==> config.mk <==
export PLATFORM = sky130hd
export DESIGN_NAME = i2c_slave_target
export DESIGN_NICKNAME = d
export VERILOG_FILES = /design/src/rtl/i2c_pkg.sv /design/src/rtl/i2c_line_sync.sv /design/src/rtl/i2c_slave_target.sv
export SDC_FILE = /design/constraint.sdc
export NUM_CORES = 1
export LEC_CHECK = 0
export ABC_AREA = 1
export CAP_MARGIN = 20
export CORE_UTILIZATION = 25
export CTS_BUF_LIST = sky130_fd_sc_hd__clkbuf_8
export DETAILED_ROUTE_END_ITERATION = 16
export PLACE_DENSITY_LB_ADDON = 0.08
export SLEW_MARGIN = 20
export SYNTH_ARGS = -nofsm -noshare
export SYNTH_HDL_FRONTEND = slang
export SYNTH_SLANG_ARGS = --single-unit
==> constraint.sdc <==
create_clock -name clk -period 1.76 [get_ports clk]
set_input_delay 0.176 -clock clk [delete_from_list [all_inputs] [get_ports clk]]
set_output_delay 0.176 -clock clk [all_outputs]
set_load 0.1 [all_outputs]
==> src/rtl/i2c_pkg.sv <==
// Shared definitions for the I2C slave target: FSM state encoding, ACK/NACK
// bus levels and the address-match helper.
package i2c_pkg;

  typedef enum logic [2:0] {
    IDLE,
    ADDR,
    ADDR_ACK,
    WDATA,
    WACK,
    RDATA,
    RACK,
    WAIT_STOP
  } state_t;

  localparam logic I2C_ACK  = 1'b0;
  localparam logic I2C_NACK = 1'b1;

  // The general call address (0) is never claimed, even if it happens to equal own_addr.
  function automatic logic addr_match(input logic [6:0] rx_addr, input logic [6:0] own_addr);
    return (rx_addr == own_addr) && (rx_addr != 7'd0);
  endfunction

endpackage

==> src/rtl/i2c_line_sync.sv <==
// Synchronises SCL/SDA into the system clock domain and produces registered
// bus events.
//   clk, reset          system clock, async active-high reset
//   scl_in, sda_in      raw bus lines
//   sda                 synchronised SDA level, aligned with the event pulses
//   scl_rise, scl_fall  one-cycle SCL edge pulses
//   start_det, stop_det one-cycle START / STOP condition pulses
// Event latency from the pins is SYNC_STAGES+1 cycles.
module i2c_line_sync #(
  parameter int unsigned SYNC_STAGES = 2
) (
  input  logic clk,
  input  logic reset,
  input  logic scl_in,
  input  logic sda_in,
  output logic sda,
  output logic scl_rise,
  output logic scl_fall,
  output logic start_det,
  output logic stop_det
);

  logic [SYNC_STAGES-1:0] scl_sync;
  logic [SYNC_STAGES-1:0] sda_sync;
  logic                   scl_s;
  logic                   sda_s;
  logic                   scl_q;
  logic                   sda_q;

  assign scl_s = scl_sync[SYNC_STAGES-1];
  assign sda_s = sda_sync[SYNC_STAGES-1];
  assign sda   = sda_q;

  // Everything resets to the idle-bus level (both lines high) so releasing
  // reset never fabricates an edge or a START/STOP.
  always_ff @(posedge clk or posedge reset) begin
    if (reset) begin
      scl_sync  <= '1;
      sda_sync  <= '1;
      scl_q     <= 1'b1;
      sda_q     <= 1'b1;
      scl_rise  <= 1'b0;
      scl_fall  <= 1'b0;
      start_det <= 1'b0;
      stop_det  <= 1'b0;
    end else begin
      scl_sync  <= {scl_sync[SYNC_STAGES-2:0], scl_in};
      sda_sync  <= {sda_sync[SYNC_STAGES-2:0], sda_in};
      scl_q     <= scl_s;
      sda_q     <= sda_s;
      scl_rise  <= scl_s & ~scl_q;
      scl_fall  <= ~scl_s & scl_q;
      // START/STOP require SCL high in both samples, so they can never
      // coincide with an SCL edge.
      start_det <= scl_s & scl_q & sda_q & ~sda_s;
      stop_det  <= scl_s & scl_q & ~sda_q & sda_s;
    end
  end

endmodule

==> src/rtl/i2c_slave_target.sv <==
// Oversampled I2C slave target. SCL is sampled on clk, never used as a clock.
//   clk, reset  system clock (>= 4x SCL), async active-high reset
//   i2c_scl     bus clock from the master
//   i2c_sda_i   bus data seen by the target
//   i2c_sda_o   data driven by the target (1 = release, 0 = pull low)
//   rx_ready    local side accepts the incoming byte (0 -> NACK it)
//   rx_data     last accepted written byte, rx_valid pulses on update
//   tx_data     byte returned on master reads, consumed when tx_ack pulses
//   busy        addressed transfer in progress
//   rw_dir      R/W bit of the current transfer (1 = read)
module i2c_slave_target
  import i2c_pkg::*;
#(
  parameter logic [6:0]  SLAVE_ADDR  = 7'h50,
  parameter int unsigned SYNC_STAGES = 2
) (
  input  logic       clk,
  input  logic       reset,
  input  logic       i2c_scl,
  input  logic       i2c_sda_i,
  output logic       i2c_sda_o,
  input  logic       rx_ready,
  output logic [7:0] rx_data,
  output logic       rx_valid,
  input  logic [7:0] tx_data,
  output logic       tx_ack,
  output logic       busy,
  output logic       rw_dir
);

  logic       sda;
  logic       scl_rise;
  logic       scl_fall;
  logic       start_det;
  logic       stop_det;

  state_t     state;
  logic [2:0] bit_cnt;
  logic [7:0] shreg;
  logic [7:0] byte_in;
  logic       phase;  // ack slot: 0 = not yet driven, 1 = driven / master ACK seen
  logic       resp;   // ACK/NACK level for the pending write-data ack slot

  i2c_line_sync #(
    .SYNC_STAGES(SYNC_STAGES)
  ) u_sync (
    .clk      (clk),
    .reset    (reset),
    .scl_in   (i2c_scl),
    .sda_in   (i2c_sda_i),
    .sda      (sda),
    .scl_rise (scl_rise),
    .scl_fall (scl_fall),
    .start_det(start_det),
    .stop_det (stop_det)
  );

  always_comb begin
    byte_in = {shreg[6:0], sda};
  end

  always_ff @(posedge clk or posedge reset) begin
    if (reset) begin
      state     <= IDLE;
      bit_cnt   <= '0;
      shreg     <= '0;
      phase     <= 1'b0;
      resp      <= I2C_NACK;
      i2c_sda_o <= 1'b1;
      rx_data   <= '0;
      rx_valid  <= 1'b0;
      tx_ack    <= 1'b0;
      busy      <= 1'b0;
      rw_dir    <= 1'b0;
    end else begin
      rx_valid <= 1'b0;
      tx_ack   <= 1'b0;
      if (stop_det) begin
        state     <= IDLE;
        i2c_sda_o <= 1'b1;
        busy      <= 1'b0;
      end else if (start_det) begin
        state     <= ADDR;
        bit_cnt   <= '0;
        phase     <= 1'b0;
        i2c_sda_o <= 1'b1;
      end else begin
        case (state)
          IDLE: ;

          ADDR: if (scl_rise) begin
            shreg   <= byte_in;
            bit_cnt <= bit_cnt + 3'd1;
            if (bit_cnt == 3'd7) begin
              if (addr_match(byte_in[7:1], SLAVE_ADDR)) begin
                rw_dir <= byte_in[0];
                busy   <= 1'b1;
                phase  <= 1'b0;
                state  <= ADDR_ACK;
              end else begin
                busy  <= 1'b0;
                state <= WAIT_STOP;
              end
            end
          end

          ADDR_ACK: if (scl_fall) begin
            if (!phase) begin
              i2c_sda_o <= I2C_ACK;
              phase     <= 1'b1;
            end else begin
              phase   <= 1'b0;
              bit_cnt <= '0;
              if (rw_dir) begin
                tx_ack    <= 1'b1;
                shreg     <= tx_data;
                i2c_sda_o <= tx_data[7];
                state     <= RDATA;
              end else begin
                i2c_sda_o <= 1'b1;
                state     <= WDATA;
              end
            end
          end

          WDATA: if (scl_rise) begin
            shreg   <= byte_in;
            bit_cnt <= bit_cnt + 3'd1;
            if (bit_cnt == 3'd7) begin
              phase <= 1'b0;
              state <= WACK;
              if (rx_ready) begin
                rx_data  <= byte_in;
                rx_valid <= 1'b1;
                resp     <= I2C_ACK;
              end else begin
                resp <= I2C_NACK;
              end
            end
          end

          WACK: if (scl_fall) begin
            if (!phase) begin
              i2c_sda_o <= resp;
              phase     <= 1'b1;
            end else begin
              i2c_sda_o <= 1'b1;
              phase     <= 1'b0;
              bit_cnt   <= '0;
              if (resp == I2C_ACK) begin
                state <= WDATA;
              end else begin
                busy  <= 1'b0;
                state <= WAIT_STOP;
              end
            end
          end

          // shreg[7] is always the bit currently on the bus; bit_cnt counts
          // rises and wraps to 0 after the 8th, marking the end of the byte.
          RDATA: begin
            if (scl_rise) begin
              bit_cnt <= bit_cnt + 3'd1;
            end else if (scl_fall) begin
              if (bit_cnt == 3'd0) begin
                i2c_sda_o <= 1'b1;
                phase     <= 1'b0;
                state     <= RACK;
              end else begin
                i2c_sda_o <= shreg[6];
                shreg     <= {shreg[6:0], 1'b0};
              end
            end
          end

          RACK: begin
            if (scl_rise) begin
              if (sda == I2C_ACK) begin
                phase <= 1'b1;
              end else begin
                busy  <= 1'b0;
                state <= WAIT_STOP;
              end
            end else if (scl_fall && phase) begin
              phase     <= 1'b0;
              bit_cnt   <= '0;
              tx_ack    <= 1'b1;
              shreg     <= tx_data;
              i2c_sda_o <= tx_data[7];
              state     <= RDATA;
            end
          end

          WAIT_STOP: ;

          default: state <= IDLE;
        endcase
      end
    end
  end

endmodule

==> metrics <==
status=completed; Layout area overhead=29.3%; Final ANT Viol Nets=0; Min Clock Period, post-route=1.62 ns; post-synthesis instance total=305; Syn Area/Cell=7.26 um^2; FF-to-FF Start=bit_cnt[0]; total chip power=4.95 mW; multi-input gate area in the final layout=1070 um^2; Worst Setup End Kind=flip-flop; Total Neg Setup Slack=0 ns; vias=2,065; 1st-iter DRT viols=187; hpwl dp=4.80 mm; fill count=917; R2R setup slack=0.14 ns; n_diodes=0; R2R Path End=shreg[1]; 1st-pass router iterations=5; Nets=365; CTS tree=yes; Hold Buf Count CTS=0; total of max-cap violations=0; Worst setup SP type=flip-flop; Comb pwr share=55.2%; maximum root-to-sink buffer count=2; clock tree sinks=38; part of the power in registers=26.2%; total die area=9240 um^2; Arrival @ worst endpoint=1.81 ns; count of flip-flops with a built-in enable after synthesis=0; warnings from Yosys=0; P_leak=1.45 nW; R2R cell count=9; internal power=2.64 mW; Die Width=96.1 um; register area share after synthesis=43.4%; Final WS setup=0.143 ns; vias in the first global route=2,043; Critical Path RT=1.95 ns; ys flop type=dfrtp_1; H-tree depth=2; first-pass GRT wire length=10.5 mm; fraction of layout cells with a size suffix above 1=21.7%; clock skew=0.00707 ns; Placed Cells=443; register area=966 um^2; Final period util=91.8%; worst-path fanout max=8; Netlist cell types=25; initial antenna violation count=0; largest net degree at the start of global routing=39; async set or reset register ratio after synthesis=100%; number of CTS-inserted buffers=5; Area after DPL=2660 um^2; Ports=26; FP Rows=33; Synth Cell Area=2210 um^2; max frequency=0.619 GHz; setup violators final=0; wire length per cell=13.7 um; switching share of total power=46.6%; max-slew violation count=0; Clk Latency, worst-skew pair=0.30 ns; Rel. slew slack=81.6%; Initial Util=26.4%; global route overflow=0; VDD IR max=0.574 mV; final std cells w/o fill=455; All-Layer GR Usage=15.3%; die outline height=96.1 um; via/cell ratio=4.54; FF+latch count, synth=38; port bufs=25; final instance area=2860 um^2; number of remaining DRC errors=0; Hold Path Class=in2async; critical path type=reg2reg; core area=8380 um^2; Slew @ Worst Pin=0.275 ns; Net Count, Synth=321; final estimated routing congestion in global placement=0.888; Worst-path clk slew=0.08 ns; Placement Setup Slack=0.0640 ns; pwr dens=1730 nW/um^2; clock power share=18.6%; CTS root buffer=clkbuf_8; sw power=2.31 mW; final hold vios=0; WL final=6.22 mm
==> layout by cell type, fill, tap and decap left out, types with 2 or more instances in the layout <==
master / n
a21oi_1: 17
a31oi_1: 3
buf_12: 5
buf_4: 27
bufinv_16: 2
clkbuf_8: 5
clkdlybuf4s50_1: 12
dfrtp_1: 26
dfrtp_2: 4
dfstp_2: 8
ha_1: 2
inv_1: 32
inv_2: 5
nand2_1: 93
nand2_2: 2
nand3_1: 33
nand3_2: 4
nand4_1: 2
nor2_1: 30
nor2_2: 7
nor3_1: 4
o21ai_0: 14
o21ai_1: 5
==> metal layers <==
layer,up-vias,track usage [%],wire [um]
met5,-,0,0
met4,0,4.10,74
met3,6,2.84,195
met2,30,23.5,2780
met1,968,21.7,3180
li1,1061,-,-
==> power groups by stage <==
stage / Sequential (mW) / Combinational (mW) / Clock [mW]
CTS: 1.30 / 2.63 / 0.955
floorplan: 1.43 / 1.74 / 0
global placement: 1.32 / 2.67 / 0
finish: 1.29 / 2.73 / 0.922
global route: 1.33 / 3.08 / 0.980
detailed placement: 1.31 / 2.62 / 0
==> repair_timing <==
| action | CTS | global route |
|---|---|---|
| endpoints found under the setup margin | 0 | 23 |
| gates resized for setup | 0 | 5 |
| buffers inserted | 0 | 4 |
==> Yosys cell counts, types with 3 or more instances <==
cell / number / area (um^2)
nand3_2: 4 / 40.0
dfrtp_1: 30 / 751
buf_4: 3 / 22.5
a31oi_1: 3 / 18.8
nor2_1: 30 / 113
nand3_1: 33 / 165
a21oi_1: 17 / 85.1
nor3_1: 5 / 25.0
o21ai_1: 5 / 25.0
nand2_1: 93 / 349
inv_2: 5 / 18.8
nor2_2: 7 / 43.8
ha_1: 3 / 37.5
inv_1: 32 / 120
o21ai_0: 14 / 70.1
dfstp_2: 8 / 210
==> state kept, by name, summed over array words and instances (netlist names), 2 cells and up <==
signal,flops
bit_cnt,3
rx_data,8
shreg,7
state,3
u_sync.scl_sync,2
u_sync.sda_sync,2
==> per-stage QoR <==
stage	hold slack, ns	util (%)
finish	0.228	34.2
global route	0.237	34.2
CTS	0.233	33.4
detailed placement	0.347	31.7
global placement	0.346	31.7
floorplan	0.180	-
==> cells by family after synthesis <==
logic type      Yosys count  share of synthesized area, %
simple gates            179                          36.1
buf+inv                  44                          8.76
compound gates           40                          9.66
flops                    38                          43.4
fa+ha+maj                 3                          1.70
xor+xnor                  1                         0.396
==> worst max path at each step <==
| stage | start | to | slack [ns] | cells past startpoint |
|---|---|---|---|---|
| 3_3_place_gp | state[1] | shreg[3] | 0.04 | 8 |
| 5_1_grt | bit_cnt[0] | shreg[6] | -0.003 | 9 |
| 6_report | bit_cnt[0] | shreg[1] | 0.14 | 9 |
| 3_5_place_dp | bit_cnt[0] | shreg[1] | 0.06 | 8 |
| 4_1_cts | bit_cnt[0] | shreg[1] | 0.05 | 8 |
| 2_1_floorplan | rw_dir | shreg[0] | 0.30 | 5 |
==> critical path, cell delays in order (launching register included) <==
cell and delay (ns):
dfrtp_1 0.37, inv_1 0.07, ha_1 0.20, nand2_1 0.17
a31oi_1 0.15, nor3_4 0.22, buf_12 0.15, nand2_4 0.07
nand2_1 0.06, nand2_1 0.05
==> final cells by class <==
class                      instances  area share, %
tap                              105           4.59
sequential                        38           33.7
clock buffer                       5           2.40
inverter                          37           4.85
clock inverter                     3           2.40
multi-input combinational        223           37.3
timing repair buffer              44           14.8
(Power assumes the default switching activity.)
